## src/rtl/hi_sim_15693_rx.sv

```systemverilog
// ISO 15693 tag-side receiver: pause detection with hysteresis and a glitch filter, SOF / 1-of-4 / EOF decode.
// Define HI_SIM_15693_FRAME_LEN_EN to build the saturating per-frame byte counter on frame_len.
module hi_sim_15693_rx #(
    parameter logic [7:0] PAUSE_LO  = 8'h10,
    parameter logic [7:0] PAUSE_HI  = 8'h40,
    parameter int         MIN_PAUSE = 48,
    parameter int         TOL       = 32
) (
    input  logic       ck_1356meg,
    input  logic       rst,
    input  logic [7:0] adc_d,
    output logic [7:0] rx_byte,
    output logic       rx_valid,
    output logic       rx_sof,
    output logic       rx_eof,
    output logic       rx_err,
    output logic       rx_busy,
    output logic       pause_det,
    output logic [7:0] frame_len
);
    localparam int               RUN_W       = $clog2(MIN_PAUSE + 2);
    localparam logic [RUN_W-1:0] RUN_CONFIRM = RUN_W'(MIN_PAUSE);
    localparam logic [RUN_W-1:0] RUN_SAT     = RUN_W'(MIN_PAUSE + 1);
    localparam logic [RUN_W-1:0] RUN_ONE     = RUN_W'(1);
    localparam logic [9:0]       SOF_LATE    = 10'(640 + TOL);
    localparam logic [9:0]       T_LAST      = 10'd1023;

    typedef enum logic [1:0] {IDLE, SOF, DATA} state_t;

    logic [7:0]       adc_reg;
    logic             lvl;
    logic             lvl_reg;
    logic [RUN_W-1:0] run_reg;
    logic [RUN_W-1:0] run_next;
    logic [9:0]       edge_ts_reg;
    logic             confirm;
    logic             pause_det_reg;

    logic [9:0] t_reg, t_next;
    state_t     state_reg, state_next;
    logic       sof_ok_reg, sof_ok_next;
    logic       got_pause_reg, got_pause_next;
    logic [1:0] sym_cnt_reg, sym_cnt_next;
    logic [5:0] shift_reg, shift_next;
    logic [7:0] rx_byte_reg, rx_byte_next;
    logic       valid_reg, valid_next;
    logic       sof_reg, sof_next;
    logic       eof_reg, eof_next;
    logic       err_reg, err_next;

    logic [3:0] sym_hit;
    logic       sof_hit;
    logic       eof_hit;
    logic [1:0] sym_val;

    function automatic logic near(input logic [9:0] e, input int c);
        return (int'(e) >= c - TOL) && (int'(e) <= c + TOL);
    endfunction

    // Pause front end: input register, hysteresis level, run-length glitch filter.
    always_ff @(posedge ck_1356meg or posedge rst) begin
        if (rst) begin
            adc_reg       <= 8'hFF;  // reads as carrier so reset release is not a pause edge
            lvl_reg       <= 1'b0;
            run_reg       <= '0;
            edge_ts_reg   <= '0;
            pause_det_reg <= 1'b0;
        end else begin
            adc_reg <= adc_d;
            lvl_reg <= lvl;
            run_reg <= run_next;
            if (lvl && !lvl_reg)
                edge_ts_reg <= t_reg;
            if (confirm)
                pause_det_reg <= 1'b1;
            else if (!lvl)
                pause_det_reg <= 1'b0;
        end
    end

    always_comb begin
        lvl = lvl_reg;
        if (adc_reg <= PAUSE_LO)
            lvl = 1'b1;
        else if (adc_reg >= PAUSE_HI)
            lvl = 1'b0;
    end

    // Saturating one past the threshold makes each pause confirm exactly once.
    always_comb begin
        run_next = '0;
        if (lvl)
            run_next = (run_reg == RUN_SAT) ? RUN_SAT : run_reg + RUN_ONE;
    end

    assign confirm = (run_reg == RUN_CONFIRM);

    genvar gi;
    generate
        for (gi = 0; gi < 4; gi++) begin : g_sym
            assign sym_hit[gi] = near(edge_ts_reg, 128 + 256 * gi);
        end
    endgenerate

    assign sof_hit = near(edge_ts_reg, 640);
    assign eof_hit = near(edge_ts_reg, 256);

    always_comb begin
        sym_val = 2'd0;
        for (int i = 1; i < 4; i++)
            if (sym_hit[i])
                sym_val = 2'(i);
    end

    always_ff @(posedge ck_1356meg or posedge rst) begin
        if (rst) begin
            t_reg         <= '0;
            state_reg     <= IDLE;
            sof_ok_reg    <= 1'b0;
            got_pause_reg <= 1'b0;
            sym_cnt_reg   <= '0;
            shift_reg     <= '0;
            rx_byte_reg   <= '0;
            valid_reg     <= 1'b0;
            sof_reg       <= 1'b0;
            eof_reg       <= 1'b0;
            err_reg       <= 1'b0;
        end else begin
            t_reg         <= t_next;
            state_reg     <= state_next;
            sof_ok_reg    <= sof_ok_next;
            got_pause_reg <= got_pause_next;
            sym_cnt_reg   <= sym_cnt_next;
            shift_reg     <= shift_next;
            rx_byte_reg   <= rx_byte_next;
            valid_reg     <= valid_next;
            sof_reg       <= sof_next;
            eof_reg       <= eof_next;
            err_reg       <= err_next;
        end
    end

    always_comb begin
        state_next     = state_reg;
        t_next         = t_reg + 10'd1;
        sof_ok_next    = sof_ok_reg;
        got_pause_next = got_pause_reg;
        sym_cnt_next   = sym_cnt_reg;
        shift_next     = shift_reg;
        rx_byte_next   = rx_byte_reg;
        valid_next     = 1'b0;
        sof_next       = 1'b0;
        eof_next       = 1'b0;
        err_next       = 1'b0;
        case (state_reg)
            IDLE: begin
                if (confirm) begin
                    // Re-base the timer so the pause edge sits at t = 0.
                    t_next      = t_reg - edge_ts_reg + 10'd1;
                    sof_ok_next = 1'b0;
                    state_next  = SOF;
                end
            end
            SOF: begin
                if (sof_ok_reg) begin
                    if (t_reg == T_LAST) begin
                        got_pause_next = 1'b0;
                        sym_cnt_next   = '0;
                        state_next     = DATA;
                    end
                end else if (confirm) begin
                    if (sof_hit) begin
                        sof_next    = 1'b1;
                        sof_ok_next = 1'b1;
                        shift_next  = '0;
                    end else begin
                        state_next = IDLE;
                    end
                end else if (t_reg > SOF_LATE && !lvl) begin
                    state_next = IDLE;
                end
            end
            DATA: begin
                if (confirm) begin
                    if (got_pause_reg || !(|sym_hit || eof_hit)) begin
                        err_next   = 1'b1;
                        state_next = IDLE;
                    end else if (eof_hit) begin
                        eof_next   = 1'b1;
                        err_next   = (sym_cnt_reg != 2'd0);
                        state_next = IDLE;
                    end else begin
                        got_pause_next = 1'b1;
                        sym_cnt_next   = sym_cnt_reg + 2'd1;
                        shift_next     = {sym_val, shift_reg[5:2]};
                        if (sym_cnt_reg == 2'd3) begin
                            rx_byte_next = {sym_val, shift_reg};
                            valid_next   = 1'b1;
                        end
                    end
                end else if (t_reg == T_LAST) begin
                    if (!got_pause_reg) begin
                        err_next   = 1'b1;
                        state_next = IDLE;
                    end
                    got_pause_next = 1'b0;
                end
            end
            default: state_next = IDLE;
        endcase
    end

`ifdef HI_SIM_15693_FRAME_LEN_EN
    logic [7:0] frame_len_reg, frame_len_next;

    always_ff @(posedge ck_1356meg or posedge rst) begin
        if (rst)
            frame_len_reg <= '0;
        else
            frame_len_reg <= frame_len_next;
    end

    always_comb begin
        frame_len_next = frame_len_reg;
        if (sof_next)
            frame_len_next = 8'd0;
        else if (valid_next && frame_len_reg != 8'hFF)
            frame_len_next = frame_len_reg + 8'd1;
    end

    assign frame_len = frame_len_reg;
`else
    assign frame_len = 8'd0;
`endif

    assign rx_byte   = rx_byte_reg;
    assign rx_valid  = valid_reg;
    assign rx_sof    = sof_reg;
    assign rx_eof    = eof_reg;
    assign rx_err    = err_reg;
    assign rx_busy   = (state_reg != IDLE);
    assign pause_det = pause_det_reg;

endmodule

```

## config.mk

```make
export PLATFORM = sky130hd
export DESIGN_NAME = hi_sim_15693_rx
export DESIGN_NICKNAME = d
export VERILOG_FILES = /design/src/rtl/hi_sim_15693_rx.sv
export SDC_FILE = /design/constraint.sdc
export NUM_CORES = 1
export LEC_CHECK = 0
export ABC_AREA = 1
export ABC_CLOCK_PERIOD_IN_PS = 5770
export CAP_MARGIN = 20
export CORE_MARGIN = 1.5
export CORE_UTILIZATION = 63
export DETAILED_ROUTE_END_ITERATION = 10
export GPL_TIMING_DRIVEN = 1
export PLACE_DENSITY_LB_ADDON = 0.1
export SETUP_SLACK_MARGIN = 0.15
export SYNTH_ARGS = -nofsm -noshare
export SYNTH_HDL_FRONTEND = slang
export SYNTH_SLANG_ARGS = --single-unit
```

## constraint.sdc

```tcl
create_clock -name ck_1356meg -period 5.77 [get_ports ck_1356meg]
set_input_delay 0.577 -clock ck_1356meg [delete_from_list [all_inputs] [get_ports ck_1356meg]]
set_output_delay 0.577 -clock ck_1356meg [all_outputs]
set_load 0.05 [all_outputs]
```

==> results.toml, run 1 <==
[status]
outcome = "finished clean"

[placed_design]
dp_hpwl_mm = 5.31
io_buffers = 23
gp_congestion = 0.845

[detailed_routing]
postRouteAntennaNets = 0
post_drt_wl_per_cell_um = 12.0
routed_via_density = 5.10
totalWireLength_mm = 7.01
vias = 2968
drt_iter0_drc = 137
drcViolationCount = 0
firstDrtPassIters = 5

[worst_setup_path]
r2r_slack_ns = 3.44
end_kind = "primary output"
crit_end = "rx_busy"
critPathMaxFanout = 3
critPathLaunchType = "flip-flop"
crit_start = "state_reg[0]"
worstPathArrival_ns = 1.93
regToRegStartpoint = "t_reg[1]"
r2r_cells = 12
cp_data_required_time_ns = 5.19
criticalPathCategory = "reg -> out"
r2r-end = "t_reg[9]"

[grt]
grt_pass1_wl_mm = 12.3
grt_pass1_vias = 2853
antenna_found_initial = 0
grt_overflow = 0
grt_max_degree = 61
grt_usage_pct = 24.8

[power]
comb_power_share_pct = 20.3
p_leak_nw = 2.16
p_clk_share_pct = 33.1
p_int_w = 0.000677
p_seq_share_pct = 46.6
power_density_mw_per_mm2 = 235
ir_drop_v = 0.000135
p_total_w = 0.000984
netSwitchingPower_w = 0.000307
switching_share_pct = 31.2

[synth]
synth_common_cells = "nand2_1, inv_1, dfrtp_1"
synthTopCellsByArea = "dfrtp_1, nand2_1, ha_1, inv_1, dfstp_2"
netlist_instances = 478
synth-edff-count = 0
synth_top_area_share_pct = 34.2
yosysTopAreaCell = "dfrtp_1"
ys_warn_count = 0
ys_types = 43
synth.most_common_cell = "nand2_1"
synth_area_mm2 = 0.00380
syn_area_per_cell_um2 = 7.95
ys_ff_latch = 60
ys.flop_type = "dfrtp_1"
ys_seq_area_share_pct = 39.8
ys_async_sr_fraction_pct = 100

[cts]
cts.sinks = 60
cts_tree = "yes"
cts_buffers = 9
clock_latency_ns = 0.33
htree_levels = 3
hold_buffers = 0
clk_pin_slew_ns = 0.07
cts_setup_buffers = 0
cts_root_buf = "clkbuf_8"
cts_buffer_depth = 2
cts_resized = 0

[timing]
period_share_pct = 43.5
drv_slew = 0
finalSetupViolations = 0
skew_ns = 0.00980
finalHoldViolations = 0
rsz0062_at_grt = "no"
relSlewSlack_pct = 50.5
fin_tns_setup_ns = 0
period_needed_ns = 2.51
tightestPinTransition_ns = 0.742
fmax_mhz = 398

[floorplanning]
core_mm2 = 0.00589
die_h_um = 80.7
dieArea_mm2 = 0.00651
initial_core_util_pct = 64.6
die_w_um = 80.7
fp-row-count = 28
ioPinCount = 32

[cells_and_area]
syn2layout_area_growth_pct = 10.0
antenna_cells = 0
final_util_pct = 71.0
drive_above_1_share_pct = 16.0
layout.nets = 540
n_fill_cell = 500

[run]
maxCapViolations = 0

[worst_hold_path]
hold_class = "reg -> reg"
hold_depth = 2
==> power by group through the flow <==
stage	Combinational (W)	Sequential (W)	Clock [W]
after CTS	0.000202	0.000459	0.000331
after detailed placement	0.000199	0.000466	0
after floorplan	0.000181	0.000455	0
after global placement	0.000196	0.000466	0
final	0.000199	0.000459	0.000326
after global routing	0.000231	0.000461	0.000352
==> through the flow <==
step	setup slack, ns	hold WS, ns	area (um2)	std cells
6_report	3.26	0.469	4180	582
5_1_grt	3.18	0.495	4180	582
4_1_cts	3.26	0.475	4180	582
3_5_place_dp	3.46	0.457	4010	566
3_3_place_gp	3.54	0.452	4010	566
2_1_floorplan	3.63	0.461	3830	485
==> placed cells by master, fill, tap and decap left out, types with 2 or more instances in the layout <==
cell type	synthesis	final
nand2_1	132	132
clkinv_2	0	4
ha_1	27	27
nand3_1	25	25
xnor2_1	3	3
nand4_1	6	6
nand2_2	14	14
or2_2	3	3
nand2_4	3	3
o21ai_2	6	6
o211ai_1	2	2
conb_1	1	8
nor3_1	2	2
nor3_2	2	2
nor2_1	31	31
inv_2	8	9
nor2_2	9	9
inv_4	3	3
dfrtp_1	52	52
inv_1	58	57
o21ai_0	28	28
clkbuf_8	0	10
a21oi_1	12	12
clkdlybuf4s50_1	0	23
nor2_4	3	3
o21ai_1	4	4
xor2_1	7	7
dfstp_2	8	8
==> layout make-up <==
cell class / instances / area [um2] / share of cell area [%]
multi-input cells: 337 / 1900 / 45.4
inverters: 70 / 270 / 6.47
flip-flops and latches: 60 / 1510 / 36.2
repair buffers: 24 / 238 / 5.69
clock inverters: 5 / 27.5 / 0.658
well taps: 75 / 93.8 / 2.24
clock buffers: 11 / 141 / 3.38
==> cell families (layout without fill, tap and decap cells) <==
group	after synthesis	count (layout)	share of synthesized area (%)
simple gates	235	235	29.1
buf+inv	88	110	11.0
flops	60	60	39.8
compound gates	56	56	8.36
fa+ha+maj	28	28	9.42
xor+xnor	10	10	2.31
other cells	1	8	0.0987
==> worst min path at each step <==
stage                       from            to  slack [ns]
detailed placement    rx_byte[0]    rx_byte[0]        0.46
finish                rx_byte[0]    rx_byte[0]        0.47
global route           pause_det     pause_det        0.50
CTS                   rx_byte[0]    rx_byte[0]        0.48
global placement      rx_byte[4]    rx_byte[4]        0.45
floorplan           shift_reg[0]  shift_reg[0]        0.46
==> layer usage <==
layer / track usage [%] / wire length [um] / vias to the layer above
met2: 42.1 / 3330 / 50
met1: 31.6 / 3290 / 1383
li1: - / - / 1525
met3: 3.64 / 264 / 10
met5: 0 / 0 / -
met4: 10.2 / 116 / 0
==> critical path, stage by stage (launching register included) <==
cell             delay, ns
dfrtp_1               0.37
inv_1                 0.07
ha_1                  0.22
inv_1                 0.12
clkdlybuf4s50_1       0.82
(Power assumes the default switching activity.)
==> run 2, diff against run 1 <==
ABC_CLOCK_PERIOD_IN_PS = 2500   (was 5770)
CORE_UTILIZATION = 58   (was 63)
clock period = 2.5 ns   (was 5.77 ns; I/O delays follow)
==> results.toml, run 2 (synthesized netlist as in run 1, its figures left out) <==
[status]
outcome = "finished clean"

[grt]
grt_pass1_vias = 2896
antenna_found_initial = 0
grt_usage_pct = 22.8
grt_max_degree = 36
grt_pass1_wl_mm = 13.0
grt_overflow = 0

[worst_setup_path]
r2r_cells = 12
critPathMaxFanout = 3
cpPeakStageDelay_ns = 0.82
criticalPathCategory = "reg -> out"
cp_data_required_time_ns = 2.25
worstPathArrival_ns = 1.94
cpMaxStageDelayCell = "clkdlybuf4s50_1"
critPathLaunchType = "flip-flop"
cp_common_cell = "inv_1"
end_kind = "primary output"
cp_cell_sequence = "inv_1, ha_1, inv_1, clkdlybuf4s50_1"

[timing]
tightestPinTransition_ns = 0.574
finalHoldViolations = 0
period_share_pct = 87.7
finalSetupViolations = 0
fin_tns_setup_ns = 0
rsz0062_at_grt = "no"
relSlewSlack_pct = 61.7
skew_ns = 0.00813
fmax_mhz = 456
period_needed_ns = 2.19
drv_slew = 0

[cts]
htree_levels = 3
hold_buffers = 0
cts.sinks = 60
cts_buffer_depth = 2
cts_tree = "yes"
cts_root_buf = "clkbuf_8"
cts_buffers = 9
clk_pin_slew_ns = 0.07
clock_latency_ns = 0.33

[placed_design]
placed_area_mm2 = 0.00404
gp_congestion = 0.855
dp_hpwl_mm = 5.40
io_buffers = 23

[power]
p_total_w = 0.00254
power_density_mw_per_mm2 = 587
ir_drop_v = 0.000556
p_leak_nw = 2.23

[floorplanning]
initial_core_util_pct = 59.8
die_w_um = 83.9
fp-row-count = 29
core_mm2 = 0.00635
dieArea_mm2 = 0.00705
ioPinCount = 32
die_h_um = 83.9

[cells_and_area]
final_util_pct = 68.3
syn2layout_area_growth_pct = 14.2
seqCellArea_mm2 = 0.00151
multiInputGateArea_mm2 = 0.00193
final_common_cell = "nand2_1"
antenna_cells = 0
layout.nets = 548
design_area_mm2 = 0.00434
mostFrequentLayoutCells = "nand2_1, inv_1, dfrtp_1"
drive_above_1_share_pct = 18.6
n_fill_cell = 530

[detailed_routing]
drcViolationCount = 0
routed_via_density = 5.04
totalWireLength_mm = 7.19
vias = 2982
postRouteAntennaNets = 0
firstDrtPassIters = 4
drt_iter0_drc = 139
post_drt_wl_per_cell_um = 12.1

[worst_hold_path]
hold_class = "in -> async"

[run]
maxCapViolations = 0
run 2: layer usage:
metal  share of wire (%)  vias up  track usage, %
met5                   0        -               0
met4                 1.1        0            9.09
met3                 2.8        6            3.17
met2                  49       40            39.1
met1                  47     1390            29.2
li1                    -     1546               -
run 2: through the flow:
step                setup slack (ns)  hold WS, ns  instances
floorplan                      0.356        0.254        485
global placement               0.250        0.454        570
detailed placement             0.156        0.458        570
CTS                            0.201        0.304        586
global route                   0.102        0.316        592
finish                         0.307        0.293        592
run 2: layout make-up:
type / count / area share (%)
multi-input combinational: 337 / 44.5
sequential: 60 / 34.9
clock inverter: 5 / 1.73
tap: 77 / 2.22
inverter: 70 / 6.23
timing repair buffer: 32 / 7.15
clock buffer: 11 / 3.26
run 2: repair_timing:
action / 4_1_cts / 5_1_grt
gates resized for setup: 1 / 8
endpoints found under the setup margin: 1 / 4
pin swaps: 0 / 2
buffers inserted: 0 / 6
run 2: critical path: cells and delay by family (launching register included):
kind	cells	cell delay (ns)
DFF	1	0.38
buffers and inverters	3	1.02
adders and majority gates	1	0.21
run 2: final timing paths:
kind / startpoint / end / slack [ns]
setup reg to reg: edge_ts_reg[3] / t_reg[8] / 0.31
min in group ck_1356meg: adc_d[3] / adc_reg[3] / 0.32
hold reg to reg: rx_byte[2] / rx_byte[2] / 0.47
hold / removal: rst / rx_valid / 0.29
setup / recovery: state_reg[1] / rx_busy / 0.31
max in group asynchronous: rst / adc_reg[6] / 1.55
run 2: where the power goes:
part	switching (W)	internal (W)	total (W)	leakage [nW]
clock network	0.000368	0.000584	0.000952	0.113
registers	0.0000482	0.00101	0.00106	0.782
logic	0.000315	0.000218	0.000533	1.34
==> run 3, diff against run 2 <==
CORE_ASPECT_RATIO = 0.7   (was unset)
CTS_BUF_LIST = sky130_fd_sc_hd__clkbuf_16   (was unset)
PLACE_DENSITY = 0.87   (was unset)
PLACE_DENSITY_LB_ADDON = unset   (was 0.1)
==> results.toml, run 3 (synthesized netlist as in run 1, its figures left out) <==
[status]
outcome = "finished clean"

[cells_and_area]
drive_above_1_share_pct = 17.6
final_common_cell = "nand2_1"
mostFrequentLayoutCells = "nand2_1, inv_1, dfrtp_1"
antenna_cells = 0
syn2layout_area_growth_pct = 16.4
layout.nets = 544

[detailed_routing]
drcViolationCount = 0
routed_via_density = 5.33
drt_iter0_drc = 194
totalWireLength_mm = 8.29
vias = 3139
firstDrtPassIters = 5
post_drt_wl_per_cell_um = 14.1
postRouteAntennaNets = 0

[timing]
fmax_mhz = 446
period_share_pct = 89.7
tightestPinTransition_ns = 0.640
fin_tns_setup_ns = 0
finalHoldViolations = 0
skew_ns = 0.00517
rsz0062_at_grt = "yes"
period_needed_ns = 2.24
finalSetupViolations = 0
relSlewSlack_pct = 57.3
drv_slew = 0

[floorplanning]
ioPinCount = 32
initial_core_util_pct = 60.5
dieArea_mm2 = 0.00705
die_h_um = 70.7
fp-row-count = 24
die_w_um = 99.7
core_mm2 = 0.00628

[grt]
use_met3_pct = 5.63
antenna_found_initial = 0
grt_pass1_vias = 2911
busiest_layer = "met2"
grt_pass1_wl_mm = 13.6
grt_overflow = 0
globalRouteMet1Util_pct = 35.3
grt_max_degree = 32
grt_usage_pct = 24.7
grt_util_met2_pct = 37.5

[cts]
cts_buffers = 9
htree_levels = 3
cts_buffer_depth = 2
clock_latency_ns = 0.33
cts.sinks = 60
cts_root_buf = "clkbuf_16"
clk_pin_slew_ns = 0.05
cts_tree = "yes"

[run]
maxCapViolations = 0

[worst_setup_path]
cp_data_required_time_ns = 2.72
critPathLaunchType = "flip-flop"
criticalPathCategory = "reg -> reg"
end_kind = "flip-flop"
r2r_slack_ns = 0.26
critPathMaxFanout = 4
worstPathArrival_ns = 2.46

[power]
p_leak_nw = 2.26
ir_drop_v = 0.000360
power_density_mw_per_mm2 = 676
p_total_w = 0.00299

[worst_hold_path]
hold_class = "in -> reg"

[placed_design]
gp_congestion = 0.922
dp_hpwl_mm = 5.91
io_buffers = 23
==> run 3: per-stage QoR <==
stage	setup slack [ns]	std cells	hold WS (ns)	cell area, um2	util [%]
final	0.258	589	0.322	4420	70.5
after global routing	0.104	589	0.324	4420	70.5
after CTS	0.214	587	0.321	4380	69.8
after detailed placement	0.219	571	0.459	4040	64.4
after global placement	0.271	571	0.452	4040	64.4
after floorplan	0.356	485	0.254	3830	-
==> run 3: repair_timing <==
| action | CTS | global route |
|---|---|---|
| endpoints found under the setup margin | 0 | 3 |
| hold buffers | 0 | 0 |
| buffers inserted | 0 | 2 |
| gates resized for setup | 0 | 6 |
==> run 3: final timing paths <==
path,to,cells after the start,start
min in group asynchronous,run_reg[3],2,rst
max in group asynchronous,state_reg[1],3,rst
hold / removal,adc_reg[6],1,adc_d[6]
setup reg to reg,t_reg[8],12,edge_ts_reg[3]
setup / recovery,t_reg[8],12,edge_ts_reg[3]
hold reg to reg,rx_byte[1],2,rx_byte[1]
==> run 3: final cells by class <==
| class | count | area (um2) |
|---|---|---|
| clock buffer | 9 | 225 |
| multi-input combinational | 337 | 1920 |
| timing repair buffer | 28 | 280 |
| clock inverter | 7 | 115 |
| inverter | 70 | 270 |
| fill | 456 | 1850 |
| tap | 78 | 97.6 |
| sequential | 60 | 1510 |
==> run 3: critical path, stage by stage (launching register included) <==
cell,delay [ns]
dfrtp_1,0.37
inv_1,0.08
ha_1,0.34
ha_4,0.27
a21oi_1,0.14
nand2_1,0.08
nand2_1,0.08
nand2_1,0.08
a21oi_2,0.20
o21ai_1,0.10
or2_2,0.29
nand3_1,0.07
nand2_1,0.05
==> run 3: metal layers <==
layer | vias to the layer above | share of wire, %
met3 | 18 | 6.2
met2 | 111 | 45
met1 | 1468 | 46
met5 | - | 0
li1 | 1542 | -
met4 | 0 | 1.9
==> run 3: where the power goes <==
part	total, W	switching (W)	internal (W)
Clock	0.00141	0.000443	0.000968
Sequential	0.00106	0.0000507	0.00101
Combinational	0.000516	0.000323	0.000193
